[config.mk]
export PLATFORM = sky130hd
export DESIGN_NAME = uart_rx_fifo_less_v2
export DESIGN_NICKNAME = d
export VERILOG_FILES = /design/src/rtl/uart_pkg.sv /design/src/rtl/uart_rx_sync.sv /design/src/rtl/uart_rx_fifo_less_v2.sv
export SDC_FILE = /design/constraint.sdc
export NUM_CORES = 1
export LEC_CHECK = 0
export ABC_AREA = 1
export BUFFER_PORTS_ARGS = -buffer_cell sky130_fd_sc_hd__buf_2
export CORE_ASPECT_RATIO = 1.25
export CORE_MARGIN = 2
export CORE_UTILIZATION = 58
export CTS_CLUSTER_SIZE = 28
export DETAILED_ROUTE_END_ITERATION = 7
export PLACE_DENSITY = 0.8
export SLEW_MARGIN = 20
export SYNTH_ARGS = -nofsm -noshare
export SYNTH_HDL_FRONTEND = slang
export SYNTH_SLANG_ARGS = --single-unit
[constraint.sdc]
create_clock -name clk -period 1.9 [get_ports clk]
set_input_delay 0.095 -clock clk [delete_from_list [all_inputs] [get_ports clk]]
set_output_delay 0.095 -clock clk [all_outputs]
set_load 0.02 [all_outputs]
[src/rtl/uart_pkg.sv]
// Shared definitions for the oversampling UART receiver: FSM states, parity
// mode codes and the three-sample majority voter.
package uart_pkg;

    typedef enum logic [2:0] {
        IDLE,
        START,
        DATA,
        PARITY,
        STOP,
        WAIT_HIGH
    } rx_state_t;

    localparam int PAR_NONE = 0;
    localparam int PAR_ODD  = 1;
    localparam int PAR_EVEN = 2;

    function automatic logic vote3(input logic a, input logic b, input logic c);
        return (a & b) | (a & c) | (b & c);
    endfunction

endpackage

[src/rtl/uart_rx_sync.sv]
// Multi-stage synchroniser for the asynchronous serial line; resets to the
// idle (high) level so no false start bit is seen after reset.
module uart_rx_sync #(
    parameter int STAGES = 2
) (
    input  logic clk,
    input  logic reset,
    input  logic d,
    output logic q
);

    logic [STAGES-1:0] sync_reg;

    always_ff @(posedge clk or posedge reset) begin
        if (reset) begin
            sync_reg <= '1;
        end else begin
            sync_reg <= {sync_reg[STAGES-2:0], d};
        end
    end

    assign q = sync_reg[STAGES-1];

endmodule

[src/rtl/uart_rx_fifo_less_v2.sv]
// Oversampling UART receiver with majority-vote bit sampling, false-start
// rejection, error flags and a single valid/ready holding register.
module uart_rx_fifo_less_v2
    import uart_pkg::*;
#(
    parameter int DATA_BITS   = 8,
    parameter int PARITY_MODE = 0,
    parameter int STOP_BITS   = 1,
    parameter int OVS         = 16,
    parameter int SYNC_STAGES = 2
) (
    input  logic                 clk,
    input  logic                 reset,
    input  logic                 rx,
    input  logic                 bd_tick,
    output logic [DATA_BITS-1:0] rx_data,
    output logic                 rx_valid,
    input  logic                 rx_ready,
    output logic                 parity_err,
    output logic                 frame_err,
    output logic                 break_err,
    output logic                 overrun_err,
    output logic                 busy
);

    localparam int TW = $clog2(OVS);
    localparam int BW = $clog2(DATA_BITS);
    localparam logic [TW-1:0] T_LAST = TW'(OVS - 1);
    localparam logic [TW-1:0] T_S0   = TW'(OVS / 2 - 1);
    localparam logic [TW-1:0] T_S1   = TW'(OVS / 2);
    localparam logic [TW-1:0] T_S2   = TW'(OVS / 2 + 1);

    logic rx_s;

    uart_rx_sync #(.STAGES(SYNC_STAGES)) u_sync (
        .clk   (clk),
        .reset (reset),
        .d     (rx),
        .q     (rx_s)
    );

    rx_state_t            state_reg, state_next;
    logic [TW-1:0]        tcnt_reg, tcnt_next;
    logic [BW-1:0]        bcnt_reg, bcnt_next;
    logic                 scnt_reg, scnt_next;
    logic [DATA_BITS-1:0] shreg_reg, shreg_next;
    logic                 par_reg, par_next;
    logic [1:0]           samp_reg, samp_next;
    logic                 frame_bad_reg, frame_bad_next;
    logic                 stop_one_reg, stop_one_next;
    logic                 commit;
    logic                 vote;
    logic                 parity_c, frame_c, break_c;

    // Third sample is taken live, so the vote is ready on the T_S2 tick itself.
    assign vote = vote3(samp_reg[1], samp_reg[0], rx_s);

    always_ff @(posedge clk or posedge reset) begin
        if (reset) begin
            state_reg     <= IDLE;
            tcnt_reg      <= '0;
            bcnt_reg      <= '0;
            scnt_reg      <= 1'b0;
            shreg_reg     <= '0;
            par_reg       <= 1'b0;
            samp_reg      <= 2'b11;
            frame_bad_reg <= 1'b0;
            stop_one_reg  <= 1'b0;
        end else begin
            state_reg     <= state_next;
            tcnt_reg      <= tcnt_next;
            bcnt_reg      <= bcnt_next;
            scnt_reg      <= scnt_next;
            shreg_reg     <= shreg_next;
            par_reg       <= par_next;
            samp_reg      <= samp_next;
            frame_bad_reg <= frame_bad_next;
            stop_one_reg  <= stop_one_next;
        end
    end

    always_comb begin
        state_next     = state_reg;
        tcnt_next      = tcnt_reg;
        bcnt_next      = bcnt_reg;
        scnt_next      = scnt_reg;
        shreg_next     = shreg_reg;
        par_next       = par_reg;
        samp_next      = samp_reg;
        frame_bad_next = frame_bad_reg;
        stop_one_next  = stop_one_reg;
        commit         = 1'b0;
        if (bd_tick) begin
            if (state_reg != IDLE && state_reg != WAIT_HIGH) begin
                tcnt_next = (tcnt_reg == T_LAST) ? '0 : tcnt_reg + 1'b1;
                if (tcnt_reg == T_S0) samp_next[1] = rx_s;
                if (tcnt_reg == T_S1) samp_next[0] = rx_s;
            end
            case (state_reg)
                IDLE: begin
                    if (!rx_s) begin
                        state_next     = START;
                        tcnt_next      = '0;
                        scnt_next      = 1'b0;
                        par_next       = 1'b0;
                        frame_bad_next = 1'b0;
                        stop_one_next  = 1'b0;
                    end
                end
                START: begin
                    if (tcnt_reg == T_S2 && vote) begin
                        state_next = IDLE;
                        tcnt_next  = '0;
                    end else if (tcnt_reg == T_LAST) begin
                        state_next = DATA;
                        bcnt_next  = '0;
                    end
                end
                DATA: begin
                    if (tcnt_reg == T_S2) shreg_next = {vote, shreg_reg[DATA_BITS-1:1]};
                    if (tcnt_reg == T_LAST) begin
                        if (bcnt_reg == BW'(DATA_BITS - 1)) begin
                            state_next = (PARITY_MODE == PAR_NONE) ? STOP : PARITY;
                        end else begin
                            bcnt_next = bcnt_reg + 1'b1;
                        end
                    end
                end
                PARITY: begin
                    if (tcnt_reg == T_S2) par_next = vote;
                    if (tcnt_reg == T_LAST) state_next = STOP;
                end
                STOP: begin
                    if (tcnt_reg == T_S2) begin
                        if (scnt_reg == 1'(STOP_BITS - 1)) begin
                            // Finishing mid-bit leaves half a bit to catch the next start edge.
                            commit     = 1'b1;
                            state_next = vote ? IDLE : WAIT_HIGH;
                            tcnt_next  = '0;
                        end else begin
                            frame_bad_next = frame_bad_reg | ~vote;
                            stop_one_next  = stop_one_reg | vote;
                        end
                    end else if (tcnt_reg == T_LAST) begin
                        scnt_next = 1'b1;
                    end
                end
                WAIT_HIGH: begin
                    if (rx_s) state_next = IDLE;
                end
                default: state_next = IDLE;
            endcase
        end
    end

    assign parity_c = (PARITY_MODE != PAR_NONE) &&
                      ((^shreg_reg ^ par_reg) != (PARITY_MODE == PAR_ODD));
    assign frame_c  = frame_bad_reg | ~vote;
    assign break_c  = (shreg_reg == '0) && ((PARITY_MODE == PAR_NONE) || !par_reg) &&
                      !stop_one_reg && !vote;

    always_ff @(posedge clk or posedge reset) begin
        if (reset) begin
            rx_data     <= '0;
            rx_valid    <= 1'b0;
            parity_err  <= 1'b0;
            frame_err   <= 1'b0;
            break_err   <= 1'b0;
            overrun_err <= 1'b0;
        end else if (commit) begin
            rx_data     <= shreg_reg;
            rx_valid    <= 1'b1;
            parity_err  <= parity_c;
            frame_err   <= frame_c;
            break_err   <= break_c;
            overrun_err <= rx_valid;
        end else if (rx_valid && rx_ready) begin
            rx_valid <= 1'b0;
        end
    end

    assign busy = (state_reg != IDLE);

endmodule
==> results of run 1 <==
## cell usage in the layout, fill, tap and decap left out
| cell type | Yosys | final |
|---|---|---|
| sky130_fd_sc_hd__o21ai_0 | 16 | 16 |
| sky130_fd_sc_hd__nand3_1 | 16 | 16 |
| sky130_fd_sc_hd__nor4_1 | 1 | 1 |
| sky130_fd_sc_hd__dfstp_2 | 4 | 4 |
| sky130_fd_sc_hd__nand4_2 | 1 | 1 |
| sky130_fd_sc_hd__nor2_2 | 2 | 2 |
| sky130_fd_sc_hd__nand3_4 | 1 | 1 |
| sky130_fd_sc_hd__dlygate4sd3_1 | 0 | 3 |
| sky130_fd_sc_hd__a21oi_1 | 3 | 3 |
| sky130_fd_sc_hd__nand2_1 | 78 | 78 |
| sky130_fd_sc_hd__buf_4 | 2 | 1 |
| sky130_fd_sc_hd__inv_1 | 26 | 26 |
| sky130_fd_sc_hd__ha_1 | 5 | 5 |
| sky130_fd_sc_hd__nor3_1 | 2 | 2 |
| sky130_fd_sc_hd__nand4_1 | 9 | 9 |
| sky130_fd_sc_hd__clkbuf_8 | 0 | 5 |
| sky130_fd_sc_hd__nor2_4 | 5 | 5 |
| sky130_fd_sc_hd__clkbuf_1 | 0 | 1 |
| sky130_fd_sc_hd__o21ai_1 | 10 | 10 |
| sky130_fd_sc_hd__dfrtp_1 | 33 | 33 |
| sky130_fd_sc_hd__inv_2 | 5 | 5 |
| sky130_fd_sc_hd__nand3_2 | 2 | 2 |
| sky130_fd_sc_hd__nand2_2 | 3 | 3 |
| sky130_fd_sc_hd__a21oi_2 | 1 | 1 |
| sky130_fd_sc_hd__nand2_4 | 1 | 1 |
| sky130_fd_sc_hd__buf_2 | 2 | 17 |
| sky130_fd_sc_hd__clkinv_2 | 0 | 2 |
| sky130_fd_sc_hd__conb_1 | 1 | 1 |
| sky130_fd_sc_hd__nor2_1 | 7 | 7 |
| sky130_fd_sc_hd__or2_2 | 2 | 2 |
## critical path: stages, from the launching register on
cell and delay, ns:
sky130_fd_sc_hd__dfrtp_1 0.41, sky130_fd_sc_hd__inv_1 0.11, sky130_fd_sc_hd__ha_1 0.20, sky130_fd_sc_hd__nand3_4 0.10, sky130_fd_sc_hd__nor2_4 0.14, sky130_fd_sc_hd__nand2_2 0.24
sky130_fd_sc_hd__inv_2 0.15, sky130_fd_sc_hd__nor2_1 0.06, sky130_fd_sc_hd__nor2_1 0.11
## cells in the mapped netlist (all sizes together)
master,instances,share of area
nand2,82,0.16
dfrtp,33,0.42
inv,31,0.059
o21ai,26,0.066
nand3,19,0.060
nor2,14,0.049
nand4,10,0.035
buf,7,0.030
ha,5,0.032
a21oi,4,0.012
dfstp,4,0.054
nor3,2,0.0051
or2,2,0.0064
conb,1,0.0019
nor4,1,0.0032
## cell families (layout without fill, tap and decap cells)
kind of cell | Yosys count | after routing | synth area share
fa+ha+maj | 5 | 5 | 0.0319
simple gates | 130 | 130 | 0.323
buf+inv | 38 | 60 | 0.0894
other cells | 1 | 1 | 0.00191
compound gates | 30 | 30 | 0.0785
flops | 37 | 37 | 0.475
## through the flow
step / hold slack [ns] / cells / cell area, µm² / power, mW / worst slack (ns)
6_report: 0.140 / 300 / 2150 / 2.33 / 0.320
5_1_grt: 0.177 / 300 / 2150 / 2.50 / 0.144
4_1_cts: 0.133 / 300 / 2150 / 2.33 / 0.310
3_5_place_dp: 0.201 / 289 / 2040 / 1.79 / 0.337
3_3_place_gp: 0.200 / 289 / 2040 / 1.77 / 0.398
2_1_floorplan: 0.0995 / 241 / 1960 / 1.66 / 0.512
## worst paths after layout
| path | from | end | depth (start not counted) |
|---|---|---|---|
| min | bd_tick | samp_reg[1] | 3 |
| min reg2reg | u_sync.sync_reg[0] | u_sync.sync_reg[1] | 0 |
| max reg2reg | tcnt_reg[1] | rx_data[2] | 8 |
| max | tcnt_reg[1] | rx_data[2] | 8 |
| max in group asynchronous | reset | u_sync.sync_reg[0] | 4 |
| min in group asynchronous | reset | rx_valid | 4 |
## final cells by class
| cell class | instances | area, µm² | share of cell area |
|---|---|---|---|
| Sequential cell | 37 | 931 | 0.433 |
| Multi-Input combinational cell | 166 | 853 | 0.397 |
| Timing Repair Buffer | 21 | 123 | 0.0570 |
| Inverter | 31 | 116 | 0.0541 |
| Clock buffer | 6 | 72.6 | 0.0337 |
| Tap cell | 37 | 46.3 | 0.0215 |
| Clock inverter | 2 | 10.0 | 0.00465 |
## power by group
group / total, mW / switching, mW / internal, mW
clock: 0.536 / 0.282 / 0.254
sequential: 1.01 / 0.122 / 0.884
combinational: 0.786 / 0.527 / 0.258
## per-layer routing
metal	vias up	track usage	routed length, µm
li1	807	-	-
met1	691	0.241	1610
met2	30	0.382	1760
met3	8	0.0429	120
met4	0	0.122	97
met5	-	0	0
==> parameters.txt, run 1 <==
Parameter                              Value

Run status
  Result of the run ... completed

Clocking
  CTS tree ... built
  Root Buffer Master ... sky130_fd_sc_hd__clkbuf_8
  CTS resizes ... 0
  Post-cts hold buffer count ... 3
  Number of H-tree levels ... 2
  Clock-pin slew on the worst setup and hold paths ... 0.07 ns
  Buffer count from post-CTS setup fixing ... 0
  Clock buffers created by TritonCTS ... 5
  Largest buffer count on any clock path ... 2
  Clock sink count ... 37
  Clock latency of the later-clocked register in the worst-skew pair ... 0.29 ns

Yosys
  Synthesized instance count ... 241
  Number of nets produced by synthesis ... 251
  Netlist Area Pre-Place ... 1960 µm²
  Register bit count reported by yosys ... 37
  Avg Synthesized Cell Area ... 8.13 µm²
  Synth warn ... 0
  Distinct cell type count of the synthesized netlist ... 27
  Fraction of the yosys area taken by sequential cells ... 0.475

GRT
  Antenna violations before repair ... 0
  Via count of the first global-routing pass ... 1507
  Total routing resource utilization after global routing ... 0.214
  Total congestion overflow ... 0
  Wire length of the first global-routing pass ... 6290 µm
  Largest net degree at the start of global routing ... 38

Die
  Core Rows ... 23
  Ports placed on the boundary ... 19
  Die area ... 3860 µm²
  Vert. Die Dim ... 69.0 µm
  Initial Utilization ... 0.608
  Area of the core region ... 3220 µm²
  DIE WIDTH ... 56.0 µm

Critical path
  WP data required ... 2.12 ns
  Classification of the worst setup path ... register to register
  Register-to-register path setup slack ... 0.32 ns
  Worst Setup Start Kind ... register
  Worst-path maximum fanout ... 20
  Worst Path Arrival ... 1.80 ns
  Kind of capture point of the worst setup path ... register

STA
  Final worst path period share ... 0.831
  Worst clock skew ... 0.00727 ns
  RSZ-0062 raised after global routing ... no
  Peak clock frequency supported by timing ... 0.633 GHz
  Hold violation total from the final report ... 0
  Number of slew-limit violations in the final report ... 0
  Final critical path time including I/O delays and setup ... 1.58 ns
  Total Negative Setup Slacks ... 0 ns
  Total setup violations reported at the end of the flow ... 0

Drt
  DR vias ... 1536
  Routed wire per std cell ... 12.0 µm
  Detailed router's first-iteration violation count ... 66
  Total wire length ... 3590 µm
  DRC ... 0
  Vias per cell ... 5.12
  Number of optimization iterations in the first detailed-route pass ... 6
  Count of nets left with antenna violations after detail routing ... 0

Run
  Max-capacitance violation count ... 0

Finish
  Count of inserted antenna diode cells ... 0
  Core Util, Final ... 0.668
  Filler instances ... 290
  # nets final ... 272
  Ratio of cells with drive above 1 in the final layout ... 0.198
  Layout-stage area growth over the synthesis result ... 9.83%

Placement
  Total of buffers placed on input and output ports ... 17
  Routability Congestion ... 0.900
  DP Wirelength ... 2500 µm

Pwr
  Peak ir drop on the vdd network ... 0.702 mV
  Static Leakage ... 1.13 nW
  Pwr per Cell Area ... 1080 nW/µm²

Worst hold path
  Hold crit path type ... input port to register
Power figures use the tool's default switching activity.
==> inputs of run 2 (changes only) <==
==> constraint.sdc (replaced) <==
create_clock -name clk -period 1.5 [get_ports clk]
set_input_delay 0.075 -clock clk [delete_from_list [all_inputs] [get_ports clk]]
set_output_delay 0.075 -clock clk [all_outputs]
set_load 0.02 [all_outputs]
==> parameters.txt, run 2 (synthesis results as in run 1) <==
Parameter                              Value

Critical path
  Crit Reg-Reg Endpoint ... shreg_reg[7]
  Worst-path maximum fanout ... 8 (-60%)
  Register-to-register path setup slack ... 0.02 ns (-0.30 ns)
  Delay contributed by the slowest stage of the critical path ... 0.44 ns (+0.03 ns)
  Worst Setup Start Kind ... register
  Worst Path Arrival ... 1.66 ns (-0.14 ns)
  Path depth of the worst reg2reg path ... 8 (unchanged)
  Slowest library cell on the worst path ... sky130_fd_sc_hd__dfrtp_2
  Kind of capture point of the worst setup path ... register
  Cell-by-cell trace of the critical path ... inv_2 -> ha_4 -> nand3_4 -> nor2_4 -> buf_6 -> nand2_8 -> nand2_2 -> o21ai_2
  Launching point of the worst reg2reg path ... tcnt_reg[1]
  WP data required ... 1.68 ns (-0.44 ns)
  Classification of the worst setup path ... register to register

Drt
  Vias per cell ... 5.52 (+7.9%)
  DR vias ... 1740 (+13%)
  Count of nets left with antenna violations after detail routing ... 0 (unchanged)
  Total wire length ... 4710 µm (+31%)
  Routed wire per std cell ... 14.9 µm (+25%)
  Number of optimization iterations in the first detailed-route pass ... 6 (unchanged)
  Detailed router's first-iteration violation count ... 137 (+110%)
  DRC ... 0 (unchanged)

STA
  Peak clock frequency supported by timing ... 0.677 GHz (+6.9%)
  Final critical path time including I/O delays and setup ... 1.48 ns (-0.102 ns)
  Final worst path period share ... 0.985 (+0.154)
  Total setup violations reported at the end of the flow ... 0 (unchanged)
  Hold violation total from the final report ... 0 (unchanged)
  RSZ-0062 raised after global routing ... yes
  Number of slew-limit violations in the final report ... 0 (unchanged)
  Worst clock skew ... 0.00811 ns (+0.000844 ns)

Clocking
  Clock-pin slew on the worst setup and hold paths ... 0.07 ns (about the same)
  Clock buffers created by TritonCTS ... 5 (unchanged)
  Largest buffer count on any clock path ... 2 (unchanged)
  Clock latency of the later-clocked register in the worst-skew pair ... 0.30 ns (about the same)
  CTS tree ... built
  Number of H-tree levels ... 2 (unchanged)
  Clock sink count ... 37 (unchanged)
  Root Buffer Master ... sky130_fd_sc_hd__clkbuf_8

Worst hold path
  Hold crit path type ... input port to register
  HP Start ... bd_tick
  Number of cells on the worst hold path ... 3 (unchanged)
  Hold Path Sink ... samp_reg[1]

Die
  Die area ... 3860 µm² (unchanged)
  DIE WIDTH ... 56.0 µm (unchanged)
  Area of the core region ... 3220 µm² (unchanged)
  Initial Utilization ... 0.608 (unchanged)
  Ports placed on the boundary ... 19 (unchanged)
  Vert. Die Dim ... 69.0 µm (unchanged)
  Core Rows ... 23 (unchanged)

GRT
  Antenna violations before repair ... 0 (unchanged)
  Total congestion overflow ... 0 (unchanged)
  Via count of the first global-routing pass ... 1535 (+1.9%)
  Total routing resource utilization after global routing ... 0.226 (+0.0124)
  Largest net degree at the start of global routing ... 38 (unchanged)
  Wire length of the first global-routing pass ... 6620 µm (+5.2%)

Finish
  Layout-stage area growth over the synthesis result ... 25.1%
  Most common library cell in the layout ignoring fill and taps ... sky130_fd_sc_hd__nand2_1
  Top library cells by usage in the layout, fill and taps aside ... sky130_fd_sc_hd__nand2_1 (69), sky130_fd_sc_hd__dfrtp_1 (30), sky130_fd_sc_hd__inv_1 (24)
  Layout Cell Area excl Fill ... 2450 µm² (+14%)
  Count of inserted antenna diode cells ... 0 (unchanged)
  Post-route non-filler standard cell count ... 315 (+5.0%)
  Ratio of cells with drive above 1 in the final layout ... 0.345 (+0.148)
  # nets final ... 287 (+5.5%)

Pwr
  Switching part of the total power ... 0.396 (-0.00372)
  Part of the power in the clock network ... 0.257 (+0.027)
  Relative contribution of combinational cells to total power ... 0.385 (+0.047)
  Cell internal power dissipation ... 2.16 mW (+55%)
  Pwr per Cell Area ... 1460 nW/µm² (+35%)
  Peak ir drop on the vdd network ... 1.25 mV (+78%)
  Portion of total power attributed to sequential cells ... 0.358 (-0.074)
  Switching power ... 1.42 mW (+52%)
  Static Leakage ... 1.24 nW (+9.4%)

Run
  Max-capacitance violation count ... 0 (unchanged)

Placement
  DP Wirelength ... 2650 µm (+6.1%)
  Routability Congestion ... 0.859 (-4.5%)
  Total of buffers placed on input and output ports ... 17 (unchanged)
  Number of instances in the placed design ... 296 (+2.4%)
  Placed standard-cell area ... 2090 µm² (+2.6%)

Run status
  Result of the run ... completed
## run 2: critical path, delay by kind of cell, from the launching register on
family                     cells  cell delay (ns)
AOI/OAI and AO/OA              1             0.06
adders and majority gates      1             0.14
buffers and inverters          2             0.25
DFF                            1             0.44
and+or+nand+nor                4             0.47
## run 2: how the worst max path moves through the flow
| stage | startpoint | slack, ns | cells past startpoint | end |
|---|---|---|---|---|
| 3_5_place_dp | tcnt_reg[1] | 0.001 | 8 | break_err |
| 6_report | tcnt_reg[1] | 0.02 | 8 | shreg_reg[7] |
| 5_1_grt | tcnt_reg[1] | -0.05 | 7 | shreg_reg[6] |
| 4_1_cts | tcnt_reg[1] | 0.003 | 8 | shreg_reg[1] |
| 3_3_place_gp | tcnt_reg[1] | 0.03 | 8 | break_err |
| 2_1_floorplan | state_reg[0] | 0.11 | 9 | tcnt_reg[1] |
## run 2: timing repair
action / CTS / global route
buffers inserted: 0 / 6
pin swaps: 1 / 7
cloned: 0 / 2
gates resized for setup: 4 / 40
hold buffers: 3 / 0
endpoints found under the setup margin: 3 / 30
endpoints found under the hold margin: 35 / 0
## run 2: area by class of cell
type                            count  area [µm²]
Multi-Input combinational cell    168        1010
Sequential cell                    37         935
Fill cell                         222         772
Timing Repair Buffer               34         224
Inverter                           31         116
Clock buffer                        6        82.6
Tap cell                           37        46.3
Clock inverter                      2        37.5
## run 2: stage by stage
| step | hold WS [ns] | util | setup WS (ns) | setup TNS [ns] | total power [mW] |
|---|---|---|---|---|---|
| final | 0.134 | 0.760 | 0.0221 | 0 | 3.58 |
| after detailed placement | 0.186 | 0.649 | 0.000989 | 0 | 2.34 |
| after floorplan | 0.0795 | - | 0.112 | 0 | 2.10 |
| after CTS | 0.116 | 0.699 | 0.00349 | 0 | 3.28 |
| after global placement | 0.180 | 0.649 | 0.0305 | 0 | 2.31 |
| after global routing | 0.137 | 0.760 | -0.0518 | -0.677 | 3.78 |
## run 2: routing by layer
metal / GRT usage / routed length [µm]
met1: 0.238 / 1820
met4: 0.0923 / 131
met3: 0.0522 / 212
met2: 0.438 / 2540
met5: 0 / 0
## run 2: power by group through the flow
stage / combinational (mW) / clock (mW) / sequential (mW)
final: 1.38 / 0.922 / 1.28
after global routing: 1.51 / 0.975 / 1.29
after CTS: 1.12 / 0.918 / 1.25
after detailed placement: 1.08 / 0 / 1.27
after global placement: 1.05 / 0 / 1.26
after floorplan: 0.884 / 0 / 1.22
